[src/rtl/ami_pkg.sv]
// Shared AMI/AXI definitions: burst and response encodings, write-splitter
// FSM states and the 4KB boundary helper used for burst sizing.
package ami_pkg;

  localparam logic [1:0] BURST_FIXED = 2'b00;
  localparam logic [1:0] BURST_INCR  = 2'b01;
  localparam logic [1:0] BURST_WRAP  = 2'b10;

  typedef enum logic [1:0] {
    RESP_OKAY   = 2'b00,
    RESP_EXOKAY = 2'b01,
    RESP_SLVERR = 2'b10,
    RESP_DECERR = 2'b11
  } resp_e;

  typedef enum logic [1:0] {
    IDLE   = 2'b00,
    ISSUE  = 2'b01,
    WAIT_B = 2'b10,
    DONE   = 2'b11
  } wcmd_state_e;

  // Beats of (1 << size_lg) bytes that fit before the next 4KB page boundary.
  function automatic logic [12:0] beats_to_4k(input logic [11:0] addr_lo,
                                              input int unsigned size_lg);
    return (13'd4096 - {1'b0, addr_lo}) >> size_lg;
  endfunction

endpackage

[src/rtl/ami_wcmd_split.sv]
// Splits a write command of arbitrary beat count into AXI INCR bursts that
// respect MAX_BEATS, the 4KB page rule and a cap on outstanding B responses.
module ami_wcmd_split
  import ami_pkg::*;
#(
  parameter int AXI_DW    = 128,
  parameter int AXI_AW    = 32,
  parameter int AXI_IW    = 8,
  parameter int AXI_LW    = 8,
  parameter int AXI_SW    = 3,
  parameter int AMI_OD    = 4,
  parameter int MAX_BEATS = 16,
  parameter int CMD_LW    = 16
) (
  input  logic              ACLK,
  input  logic              ARESETn,
  input  logic [AXI_IW-1:0] cmd_id,
  input  logic [AXI_AW-1:0] cmd_addr,
  input  logic [CMD_LW-1:0] cmd_beats,
  input  logic              cmd_valid,
  output logic              cmd_ready,
  output logic [AXI_IW-1:0] usr_awid,
  output logic [AXI_AW-1:0] usr_awaddr,
  output logic [AXI_LW-1:0] usr_awlen,
  output logic [AXI_SW-1:0] usr_awsize,
  output logic [1:0]        usr_awburst,
  output logic              usr_awvalid,
  input  logic              usr_awready,
  input  logic [AXI_IW-1:0] usr_bid,
  input  logic [1:0]        usr_bresp,
  input  logic              usr_bvalid,
  output logic              usr_bready,
  output logic [1:0]        done_resp,
  output logic              done_valid,
  input  logic              done_ready
);

  localparam int BPB_LG = $clog2(AXI_DW / 8);
  localparam int OW     = $clog2(AMI_OD + 1);
  localparam int W0     = (CMD_LW > 13) ? CMD_LW : 13;
  localparam int W1     = (W0 > AXI_LW + 1) ? W0 : AXI_LW + 1;
  localparam int BW     = W1 + 1;

  wcmd_state_e       state_q, state_d;
  logic [AXI_IW-1:0] id_q;
  logic [AXI_AW-1:0] addr_q;
  logic [CMD_LW-1:0] rem_q;
  logic [OW-1:0]     out_q;
  logic [1:0]        err_q;
  logic              rdy_q;

  logic [BW-1:0]     rem_ext, bnd_ext, len;
  logic [CMD_LW-1:0] rem_next;
  logic [AXI_AW-1:0] addr_step;
  logic              aw_fire, b_fire, cmd_fire, aw_act;
  logic              unused_bid;

  assign unused_bid = ^usr_bid;

  // Burst length is the tightest of remaining beats, MAX_BEATS and the page room.
  always_comb begin
    rem_ext = BW'(rem_q);
    bnd_ext = BW'(beats_to_4k(addr_q[11:0], BPB_LG));
    len     = rem_ext;
    if (BW'(MAX_BEATS) < len) len = BW'(MAX_BEATS);
    if (bnd_ext < len) len = bnd_ext;
  end

  assign rem_next  = rem_q - CMD_LW'(len);
  assign addr_step = AXI_AW'(len) << BPB_LG;
  assign aw_fire   = usr_awvalid && usr_awready;
  assign b_fire    = usr_bvalid && usr_bready;
  assign cmd_fire  = cmd_valid && cmd_ready;
  assign aw_act    = (state_q == ISSUE);

  assign usr_awid    = id_q;
  assign usr_awaddr  = addr_q;
  assign usr_awlen   = aw_act ? AXI_LW'(len - BW'(1)) : '0;
  assign usr_awsize  = aw_act ? AXI_SW'(BPB_LG) : '0;
  assign usr_awburst = aw_act ? BURST_INCR : BURST_FIXED;
  assign done_resp   = (state_q == DONE) ? err_q : 2'b00;

  always_ff @(posedge ACLK or negedge ARESETn) begin
    if (!ARESETn) state_q <= IDLE;
    else          state_q <= state_d;
  end

  always_comb begin
    state_d     = state_q;
    cmd_ready   = 1'b0;
    usr_awvalid = 1'b0;
    usr_bready  = 1'b0;
    done_valid  = 1'b0;
    case (state_q)
      IDLE: begin
        cmd_ready = rdy_q;
        if (cmd_valid && rdy_q) state_d = (cmd_beats == '0) ? DONE : ISSUE;
      end
      ISSUE: begin
        usr_awvalid = (out_q < OW'(AMI_OD));
        usr_bready  = 1'b1;
        if ((out_q < OW'(AMI_OD)) && usr_awready && (rem_next == '0))
          state_d = WAIT_B;
      end
      WAIT_B: begin
        usr_bready = 1'b1;
        if (out_q == '0) state_d = DONE;
      end
      DONE: begin
        done_valid = 1'b1;
        if (done_ready) state_d = IDLE;
      end
      default: state_d = IDLE;
    endcase
  end

  // Command context; an AW and a B in the same cycle cancel in the counter.
  always_ff @(posedge ACLK or negedge ARESETn) begin
    if (!ARESETn) begin
      rdy_q  <= 1'b0;
      id_q   <= '0;
      addr_q <= '0;
      rem_q  <= '0;
      out_q  <= '0;
      err_q  <= 2'b00;
    end else begin
      rdy_q <= 1'b1;
      if (cmd_fire) begin
        id_q   <= cmd_id;
        addr_q <= cmd_addr;
        rem_q  <= cmd_beats;
        out_q  <= '0;
        err_q  <= 2'b00;
      end else begin
        if (aw_fire) begin
          addr_q <= addr_q + addr_step;
          rem_q  <= rem_next;
        end
        if (aw_fire && !b_fire)
          out_q <= out_q + OW'(1);
        else if (!aw_fire && b_fire && (out_q != '0))
          out_q <= out_q - OW'(1);
        if (b_fire && (usr_bresp > err_q))
          err_q <= usr_bresp;
      end
    end
  end

endmodule

[config.mk]
export PLATFORM = sky130hd
export DESIGN_NAME = ami_wcmd_split
export DESIGN_NICKNAME = d
export VERILOG_FILES = /design/src/rtl/ami_pkg.sv /design/src/rtl/ami_wcmd_split.sv
export SDC_FILE = /design/constraint.sdc
export NUM_CORES = 1
export LEC_CHECK = 0
export ABC_CLOCK_PERIOD_IN_PS = 6000
export CAP_MARGIN = 5
export CORE_AREA = 2 2 116 118
export DETAILED_ROUTE_END_ITERATION = 12
export DIE_AREA = 0 0 118 120
export GPL_TIMING_DRIVEN = 0
export PLACE_DENSITY = 0.76
export SETUP_SLACK_MARGIN = 0.4
export SLEW_MARGIN = 20
export SYNTH_ARGS = -nofsm -noshare
export SYNTH_HDL_FRONTEND = slang
export SYNTH_SLANG_ARGS = --single-unit
[constraint.sdc]
create_clock -name ACLK -period 6 [get_ports ACLK]
set_clock_uncertainty 0.1 [all_clocks]
set_input_delay 0.6 -clock ACLK [delete_from_list [all_inputs] [get_ports ACLK]]
set_output_delay 0.6 -clock ACLK [all_outputs]
set_load 0.05 [all_outputs]
==> results of run 1 <==
## metal layers
metal / track usage / vias up / wire (µm)
li1: - / 3273 / -
met2: 0.520 / 380 / 10600
met1: 0.413 / 3366 / 9250
met4: 0.126 / 0 / 796
met3: 0.0604 / 74 / 2120
met5: 0 / - / 0
## cell families after synthesis
kind of cell,share of synthesized area
adders and majority gates,0.0837
and+or+nand+nor,0.240
xor gates and xnor gates,0.0801
DFF,0.261
buffers and inverters,0.0523
other,0.00123
muxes,0.00817
AOI/OAI and AO/OA,0.273
## metrics by stage
step	TNS (ps)	area, µm²	util
2_1_floorplan	0	6340	-
3_3_place_gp	-18200	7750	0.597
3_5_place_dp	-16200	7770	0.599
4_1_cts	-433	8670	0.668
5_1_grt	-2990	8950	0.689
6_report	-896	8950	0.689
## flip-flops by register name (all words and copies together) (netlist names)
signal,flops
out_q,3
usr_awaddr,32
state_q,2
usr_awid,8
err_q,2
rem_q,16
rdy_q,1
## final timing paths
kind	endpoint	from	cells past startpoint
max	state_q[1]	usr_awaddr[2]	28
min	usr_awaddr[31]	ARESETn	1
max reg2reg	state_q[1]	usr_awaddr[2]	28
min reg2reg	usr_awid[6]	usr_awid[6]	2
max in group asynchronous	usr_awaddr[7]	ARESETn	2
min in group ACLK	usr_awid[6]	usr_awid[6]	2
## area by class of cell
| type | instances | area share |
|---|---|---|
| multi-input cells | 678 | 0.540 |
| flip-flops and latches | 64 | 0.180 |
| repair buffers | 167 | 0.172 |
| plain buffers | 44 | 0.0303 |
| clock buffers | 10 | 0.0256 |
| well taps | 176 | 0.0246 |
| inverters | 32 | 0.0143 |
| clock inverters | 6 | 0.0129 |
## timing repair
| item | 4_1_cts | 5_1_grt |
|---|---|---|
| gates resized for setup | 84 | 46 |
| buffers inserted | 28 | 19 |
| endpoints found under the setup margin | 49 | 39 |
| pin swaps | 27 | 42 |
## worst register-to-register path, delay by kind of cell, from the launching register on
family	cells	cell delay, ps
adders and majority gates	2	480
muxes	1	250
DFF	1	420
and+or+nand+nor	6	1430
buffers and inverters	6	870
xor gates and xnor gates	2	320
AOI/OAI and AO/OA	11	2420
## synth_stat cells (all sizes together), types with 4 or more instances
cell     count  share of area
or4          6         0.0092
o31ai        9          0.011
a21boi       4         0.0049
nand2      121          0.074
clkbuf      35          0.021
ha          37          0.076
and3         8         0.0090
or3          8         0.0082
xnor2       43          0.061
a31oi       23          0.023
o2111ai      5         0.0071
nand2b       5         0.0051
nand4       11          0.011
and2        11          0.011
a211oi      11          0.013
inv         30          0.018
nor3        13          0.013
a311oi       4         0.0078
a21o        16          0.020
xor2        13          0.019
nor2b        5         0.0051
nor2        81          0.050
o211ai      11          0.013
nand3       15          0.012
buf          9          0.011
o21a        12          0.015
o21ai       57          0.047
dfrtp       64           0.26
mux2i        5         0.0082
nor4         9          0.013
a21oi       50          0.041
==> impl_metrics.csv, run 1 <==
group,metric,value,unit
outcome,status,"finished, violations left",
outcome,violations,"setup timing",
sta,timing.final.ws_setup,-358,ps
clock_network,cts_tree,"yes",
hold_path,hold_path_class,"in -> async",
floorplanning,io-pin-count,131,
cells_and_area,final_common_cell,"nand2_1",
cells_and_area,multi_input_area,4830,µm²
sta,grt_setup_unrepaired,"true",
sta,max_freq,157,MHz
worst_setup_path,critical_path_class,"reg -> reg",
cells_and_area,fillers,1080,
clock_network,cts_buffers,9,
yosys,synth-seq-cells,64,
clock_network,insertion_delay,340,ps
global_routing,grt_pass1_wl,35700,µm
yosys,synthArstFlopShare,1.00,
yosys,synth_edf_count,0,
route,detail-route-antenna-nets,0,
route,drt-initial-drc-count,773,
floorplanning,initial_core_util,0.472,
sta,finalSetupViolCount,3,
floorplanning,die_h,120,µm
clock_network,htreeDepth,3,
global_routing,grtUsageTotal,0.317,
cells_and_area,antenna_cells,0,
worst_setup_path,critPathTopFamily,"compound AO/OA/AOI/OAI gates",
placed_design,dp_cells,1114,
sta,hold_viol_final,0,
clock_network,clockRootBuffer,"clkbuf_16",
cells_and_area,layout.nets,1106,
worst_setup_path,worst_ep_arrival_time,6510,ps
worst_setup_path,path_buf_inv,6,
floorplanning,dieWidth,118,µm
route,firstDrtPassIters,6,
route,drt-total-wl,22800,µm
yosys,syn_avg_cell_area,7.68,µm²
yosys,ys_warn_count,0,
worst_setup_path,cp_max_fo,6,
placed_design,hpwl,16400,µm
route,post-route-drc-count,0,
sta,period_minus_slack,6360,ps
floorplanning,core,13000,µm²
global_routing,gr-total-overflow,0,
cells_and_area,drive_above_1_share,0.183,
clock_network,cts_buffer_depth,2,
global_routing,antenna_found_initial,0,
sta,maxSlewHeadroom,0.390,
worst_setup_path,cp_data_required_time,6160,ps
sta,worstMarginPinSlew,900,ps
sta,period_share,1.06,
global_routing,grt_max_degree,38,
worst_setup_path,cp_slowest_cell,"or4_4",
worst_setup_path,cp-start-kind,"flip-flop",
placed_design,gp_congestion,0.948,
cells_and_area,seqCellArea,1610,µm²
global_routing,grt_pass1_vias,6901,
cells_and_area,final_cells,1177,
cells_and_area,final_cell_mix,"nand2_1 (117), clkdlybuf4s50_1 (111), nor2_1 (76), dfrtp_1 (60), buf_4 (55)",
worst_setup_path,r2r_slack,-360,ps
floorplanning,row_count,42,
worst_setup_path,max_stage_delay,560,ps
placed_design,portBuffers,119,
sta,hold_ws,77.7,ps
route,routed_via_density,6.03,
route,vias,7093,
clock_network,clock-sinks,64,
run,drv_cap,0,
yosys,synthesis.instances,798,
cells_and_area,syn2layout_area_growth,46.0,%
sta,maxSlewViolCount,0,
floorplanning,dieArea,14200,µm²
yosys,synthFlopType,"dfrtp_1",
route,wl_per_cell,19.4,µm
yosys,ys_types,81,
placed_design,place_ws,-1120,ps
clock_network,cts-hold-fix-buffers,0,
yosys,ys_seq_area_frac,0.261,
clock_network,clk_pin_slew,60,ps
yosys,netlist_area,6130,µm²
worst_setup_path,endpoint_kind,"flip-flop",
Power of run 1 is left out: the tool's default activity adds up to more than one toggle a clock period on the data nets, which glitch-free logic cannot reach.
==> run 2, diff against run 1 <==
Settings changed: ABC_AREA set to 1, ABC_CLOCK_PERIOD_IN_PS 6000 to 6700, CORE_AREA 2 2 116 118 to 2 2 111 113, DIE_AREA 0 0 118 120 to 0 0 113 115, GPL_TIMING_DRIVEN 0 to unset, PLACE_DENSITY 0.76 to 0.79.
Clock period 6 ns to 6.7 ns, I/O delays scaled along.
==> run 2 against run 1 <==
  * The run ends with DRC left
  * Setup slack better by 1300 ps
  * Sequential cell count unchanged
  * Final area down 13%
  * Routed wire length down 24%
  * Synthesized area down 0.25%
  * Cell count up 3.7%
  * Critical path type is now reg -> out
  * Via count down 8.5%
  * Die area down 8.2%
  * Utilization down 2.8 points
  * Count of clock-buffer cells in the layout up 2
  * Global-route usage down 4.1 points
  * Register-to-register slack better by 1900 ps
==> impl_metrics.csv, run 2 <==
group,metric,value,unit
global_routing,gr-total-overflow,0,
yosys,yosysMostFrequentCell,"nand2_1",
clock_network,postCtsSetupBuffers,0,
power,powerDensity,587,nW/µm²
cells_and_area,layout.nets,1179,
worst_setup_path,max_stage_delay,840,ps
yosys,synthTopCellsByCount,"nand2_1 (288), inv_1 (123), nor2_1 (80)",
cells_and_area,drive_above_1_share,0.0801,
global_routing,grt_pass1_wl,28800,µm
placed_design,gp_congestion,0.935,
yosys,ys_seq_area_frac,0.262,
cells_and_area,syn2layout_area_growth,27.8,%
route,met1Wirelength,7730,µm
worst_setup_path,cp-start-kind,"flip-flop",
yosys,syn_avg_cell_area,6.53,µm²
route,vias,6491,
sta,worstMarginPinSlew,924,ps
hold_path,worstHoldPathCells,2,
placed_design,portBuffers,119,
sta,hold_viol_final,0,
route,drt-total-wl,17300,µm
worst_setup_path,r2r_cells,41,
worst_setup_path,cp_max_fo,14,
route,top_layer_used,"met4",
yosys,ys_types,52,
global_routing,grt_max_degree,65,
worst_setup_path,r2r_slack,1590,ps
yosys,netlist_area,6110,µm²
yosys,synth_largest_area_cell,"dfrtp_1",
sta,hold_ws,366,ps
outcome,status,"finished, violations left",
floorplanning,dieWidth,113,µm
yosys,synth.top_cell.area_share,0.262,
yosys,synth_edf_count,0,
sta,max_freq,174,MHz
global_routing,antenna_found_initial,0,
power,ir_worst_vdd,0.294,mV
yosys,synthArstFlopShare,1.00,
clock_network,cts_buffer_depth,2,
clock_network,clock-sinks,64,
yosys,synthFlopType,"dfrtp_1",
cells_and_area,antenna_cells,0,
floorplanning,row_count,40,
outcome,violations,"DRC",
floorplanning,initial_core_util,0.517,
power,p_leak,3.87,nW
clock_network,htreeDepth,3,
floorplanning,core,11800,µm²
hold_path,hold_path_class,"reg -> reg",
route,firstDrtPassIters,9,
route,drt-initial-drc-count,364,
cells_and_area,final_cell_mix,"nand2_1 (288), inv_1 (123), clkdlybuf4s50_1 (116), nor2_1 (79), nand3_1 (68)",
route,wl_per_cell,14.2,µm
route,dr_wl_met3,909,µm
clock_network,cts-hold-fix-buffers,0,
cells_and_area,final_cells,1221,
cells_and_area,final_common_cell,"nand2_1",
worst_setup_path,worst_ep_arrival_time,4970,ps
clock_network,cts_buffers,9,
sta,finalSetupViolCount,0,
sta,period_share,0.856,
worst_setup_path,cp_data_required_time,5930,ps
cells_and_area,largest_register_ffs,32,
sta,finalSetupTns,0,ps
sta,maxSlewViolCount,0,
sta,timing.final.ws_setup,963,ps
route,detail-route-antenna-nets,0,
floorplanning,dieArea,13000,µm²
worst_setup_path,critical_path_class,"reg -> out",
clock_network,clk_pin_slew,60,ps
clock_network,cts_tree,"yes",
route,wl_met2,8190,µm
yosys,synth-seq-cells,64,
worst_setup_path,endpoint_kind,"output pin",
global_routing,grt_pass1_vias,6167,
clock_network,clockRootBuffer,"clkbuf_16",
placed_design,place_ws,1090,ps
worst_setup_path,cp_slowest_cell,"clkdlybuf4s50_1",
yosys,synthesis.instances,936,
sta,period_minus_slack,5740,ps
yosys,ys_warn_count,0,
global_routing,grtUsageTotal,0.277,
yosys,synthTopCellsByArea,"dfrtp_1 (26%), nand2_1 (18%), ha_1 (7.6%), inv_1 (7.6%), nand3_1 (5.6%)",
sta,maxSlewHeadroom,0.384,
route,post-route-drc-count,2,
run,drv_cap,0,
floorplanning,die_h,115,µm
placed_design,hpwl,13500,µm
floorplanning,io-pin-count,131,
clock_network,insertion_delay,340,ps
sta,grt_setup_unrepaired,"false",
placed_design,dp_cells,1205,
route,routed_via_density,5.32,
==> run 2: critical path, delay by kind of cell, from the launching register on <==
family          cells  cell delay [ps]
fa+ha+maj           1              240
buf+inv             8             1350
compound gates      3              480
flops               1              400
simple gates       19             2160
==> run 2: cell type report <==
cell class / count / area (µm²)
tap: 147 / 184
fill: 1107 / 4000
clock buffer: 12 / 246
clock inverter: 4 / 77.6
timing repair buffer: 124 / 1230
multi-input combinational: 730 / 3940
sequential: 64 / 1600
inverter: 140 / 527
==> run 2: cell families after synthesis <==
logic type,synth area share
buffers and inverters,0.106
AND/OR/NAND/NOR,0.380
other,0.00123
XOR/XNOR,0.0229
AO/OA/AOI/OAI,0.148
adder cells (fa/ha/maj),0.0790
flip-flops,0.262
==> run 2: routing by layer <==
| metal | up-vias | global-route usage |
|---|---|---|
| met5 | - | 0 |
| met4 | 0 | 0.109 |
| met3 | 28 | 0.0459 |
| met2 | 200 | 0.474 |
| met1 | 2957 | 0.350 |
| li1 | 3306 | - |
==> run 2: worst paths after layout <==
| check | end | start |
|---|---|---|
| max | usr_awlen[5] | usr_awaddr[0] |
| min | usr_awid[4] | usr_awid[4] |
| max reg2reg | state_q[1] | usr_awaddr[0] |
| min reg2reg | usr_awid[4] | usr_awid[4] |
| max in group asynchronous | rem_q[2] | ARESETn |
| min in group asynchronous | usr_awaddr[20] | ARESETn |
==> run 2: stage by stage <==
step	area, µm²	power [mW]	utilization
after floorplan	6190	3.20	-
after global placement	7480	3.99	0.633
after detailed placement	7480	4.03	0.633
after CTS	7800	4.57	0.661
after global routing	7810	4.98	0.661
final	7810	4.59	0.661
==> run 2: power breakdown <==
part | switching (mW) | total (mW) | internal (mW)
combinational | 2.21 | 3.32 | 1.11
sequential | 0.180 | 0.752 | 0.572
clock | 0.179 | 0.517 | 0.337
==> run 2: timing repair <==
item,4_1_cts,5_1_grt
endpoints found under the hold margin,0,0
endpoints found under the setup margin,0,2
resized for setup,0,2
(Power assumes the default switching activity.)
==> run 3, diff against run 2 <==
Settings changed: GPL_ROUTABILITY_DRIVEN set to 0.
==> run 3 against run 2 <==
  * The flow still finishes with violations (DRC)
  * Hold slack better by 4.5 ps
  * Final area about the same
  * Setup slack lost 31 ps
  * Maximum frequency fell by 0.54%
  * First-iteration DRC count grew 7.4%
  * Largest power group unchanged
  * Cell count stayed put
  * Sequential cell count unchanged
  * Non-clock buffer count did not move
  * Power about the same
  * Global-route usage grew 0.14 points
  * Highest routed layer unchanged
==> impl_metrics.csv, run 3 (same netlist as run 2, synthesis figures left out) <==
group,metric,value,unit
outcome,status,"finished, violations left",
outcome,violations,"DRC",
clock_network,htreeDepth,3,
clock_network,cts_buffers,9,
clock_network,cts_tree,"yes",
sta,finalSetupViolCount,0,
sta,max_freq,173,MHz
route,drt-total-wl,17500,µm
global_routing,grt_pass1_wl,29000,µm
route,wl_per_cell,14.3,µm
worst_setup_path,r2r_start,"usr_awaddr[0]",
sta,worstMarginPinSlew,911,ps
clock_network,clockRootBuffer,"clkbuf_16",
placed_design,portBuffers,119,
sta,period_share,0.861,
floorplanning,dieWidth,113,µm
cells_and_area,largest_register_ffs,32,
cells_and_area,final_cell_mix,"nand2_1 (288), inv_1 (123), clkdlybuf4s50_1 (116), nor2_1 (79), nand3_1 (68)",
sta,finalSetupTns,0,ps
floorplanning,core,11800,µm²
floorplanning,row_count,40,
sta,period_minus_slack,5770,ps
placed_design,place_ws,1010,ps
global_routing,grt_max_degree,65,
worst_setup_path,endpoint_kind,"output pin",
route,drt-initial-drc-count,391,
sta,timing.final.ws_setup,931,ps
cells_and_area,drive_above_1_share,0.0810,
worst_setup_path,cp-start-kind,"flip-flop",
floorplanning,die_h,115,µm
worst_setup_path,worst_ep_arrival_time,5000,ps
run,drv_cap,0,
clock_network,clock-sinks,64,
floorplanning,dieArea,13000,µm²
power,ir_worst_vdd,0.313,mV
cells_and_area,final_common_cell,"nand2_1",
clock_network,insertion_delay,340,ps
worst_setup_path,cp_data_required_time,5930,ps
worst_setup_path,max_stage_delay,830,ps
sta,maxSlewViolCount,0,
cells_and_area,layout.nets,1179,
power,powerDensity,588,nW/µm²
worst_setup_path,cp_slowest_cell,"clkdlybuf4s50_1",
global_routing,gr-total-overflow,0,
global_routing,antenna_found_initial,0,
sta,hold_viol_final,0,
clock_network,clk_pin_slew,50,ps
hold_path,hold_path_class,"reg -> reg",
sta,maxSlewHeadroom,0.392,
route,detail-route-antenna-nets,0,
floorplanning,initial_core_util,0.517,
sta,grt_setup_unrepaired,"false",
global_routing,grtUsageTotal,0.278,
worst_setup_path,cp_max_fo,14,
worst_setup_path,critical_path.startpoint,"usr_awaddr[0]",
route,vias,6519,
clock_network,cts_buffer_depth,2,
hold_path,hp-start,"usr_awid[7]",
route,post-route-drc-count,2,
route,routed_via_density,5.34,
floorplanning,io-pin-count,131,
route,firstDrtPassIters,10,
worst_setup_path,critical_path_class,"reg -> out",
power,p_leak,3.86,nW
worst_setup_path,critPathMostFrequentCell,"inv_1",
cells_and_area,syn2layout_area_growth,27.8,%
placed_design,hpwl,13300,µm
cells_and_area,antenna_cells,0,
global_routing,grt_pass1_vias,6232,
==> run 3: worst max-delay path, delay by kind of cell (launching register included) <==
family | cells | cell delay (ps)
AND/OR/NAND/NOR | 17 | 2130
AO/OA/AOI/OAI | 3 | 520
buffers and inverters | 9 | 1410
adder cells (fa/ha/maj) | 1 | 180
flip-flops | 1 | 400
==> run 3: metal layers <==
layer	routed length (µm)	up-vias	GRT usage
met3	1340	39	0.0506
met1	7390	2938	0.347
met4	513	0	0.117
li1	-	3301	-
met5	0	-	0
met2	8210	241	0.476
==> run 3: final timing paths <==
| kind | end | slack [ps] | cells past startpoint |
|---|---|---|---|
| worst min-delay path | usr_awid[7] | 370 | 2 |
| max in group asynchronous | state_q[0] | 5510 | 2 |
| worst max register to register | state_q[0] | 1560 | 41 |
| min in group asynchronous | usr_awaddr[20] | 440 | 2 |
| worst min register to register | usr_awid[7] | 370 | 2 |
| worst max-delay path | usr_awlen[5] | 930 | 30 |
==> run 3: report_power, final <==
group / switching, mW / internal, mW / total [mW]
Clock: 0.180 / 0.335 / 0.515
Combinational: 2.21 / 1.11 / 3.32
Sequential: 0.185 / 0.572 / 0.757
Total: 2.58 / 2.01 / 4.59
==> run 3: final cells by class <==
class | instances | area, µm²
tap | 147 | 184
clock inverter | 5 | 80.1
timing repair buffer | 124 | 1230
sequential | 64 | 1600
fill | 1076 | 4000
multi-input combinational | 730 | 3940
clock buffer | 11 | 243
inverter | 140 | 527
==> run 3: timing repair <==
| action | 4_1_cts | 5_1_grt |
|---|---|---|
| buffers inserted | 0 | 0 |
| hold buffers | 0 | 0 |
| gates resized for setup | 0 | 2 |
| setup endpoints to repair | 0 | 2 |
==> run 3: per-stage QoR <==
step / power [mW] / hold slack [ps] / std cells / cell area [µm²] / utilization
after floorplan: 3.20 / 274 / 956 / 6190 / -
after global placement: 3.98 / 353 / 1205 / 7480 / 0.633
after detailed placement: 4.03 / 359 / 1205 / 7480 / 0.633
after CTS: 4.57 / 372 / 1221 / 7800 / 0.661
after global routing: 4.97 / 389 / 1221 / 7810 / 0.661
final: 4.59 / 370 / 1221 / 7810 / 0.661
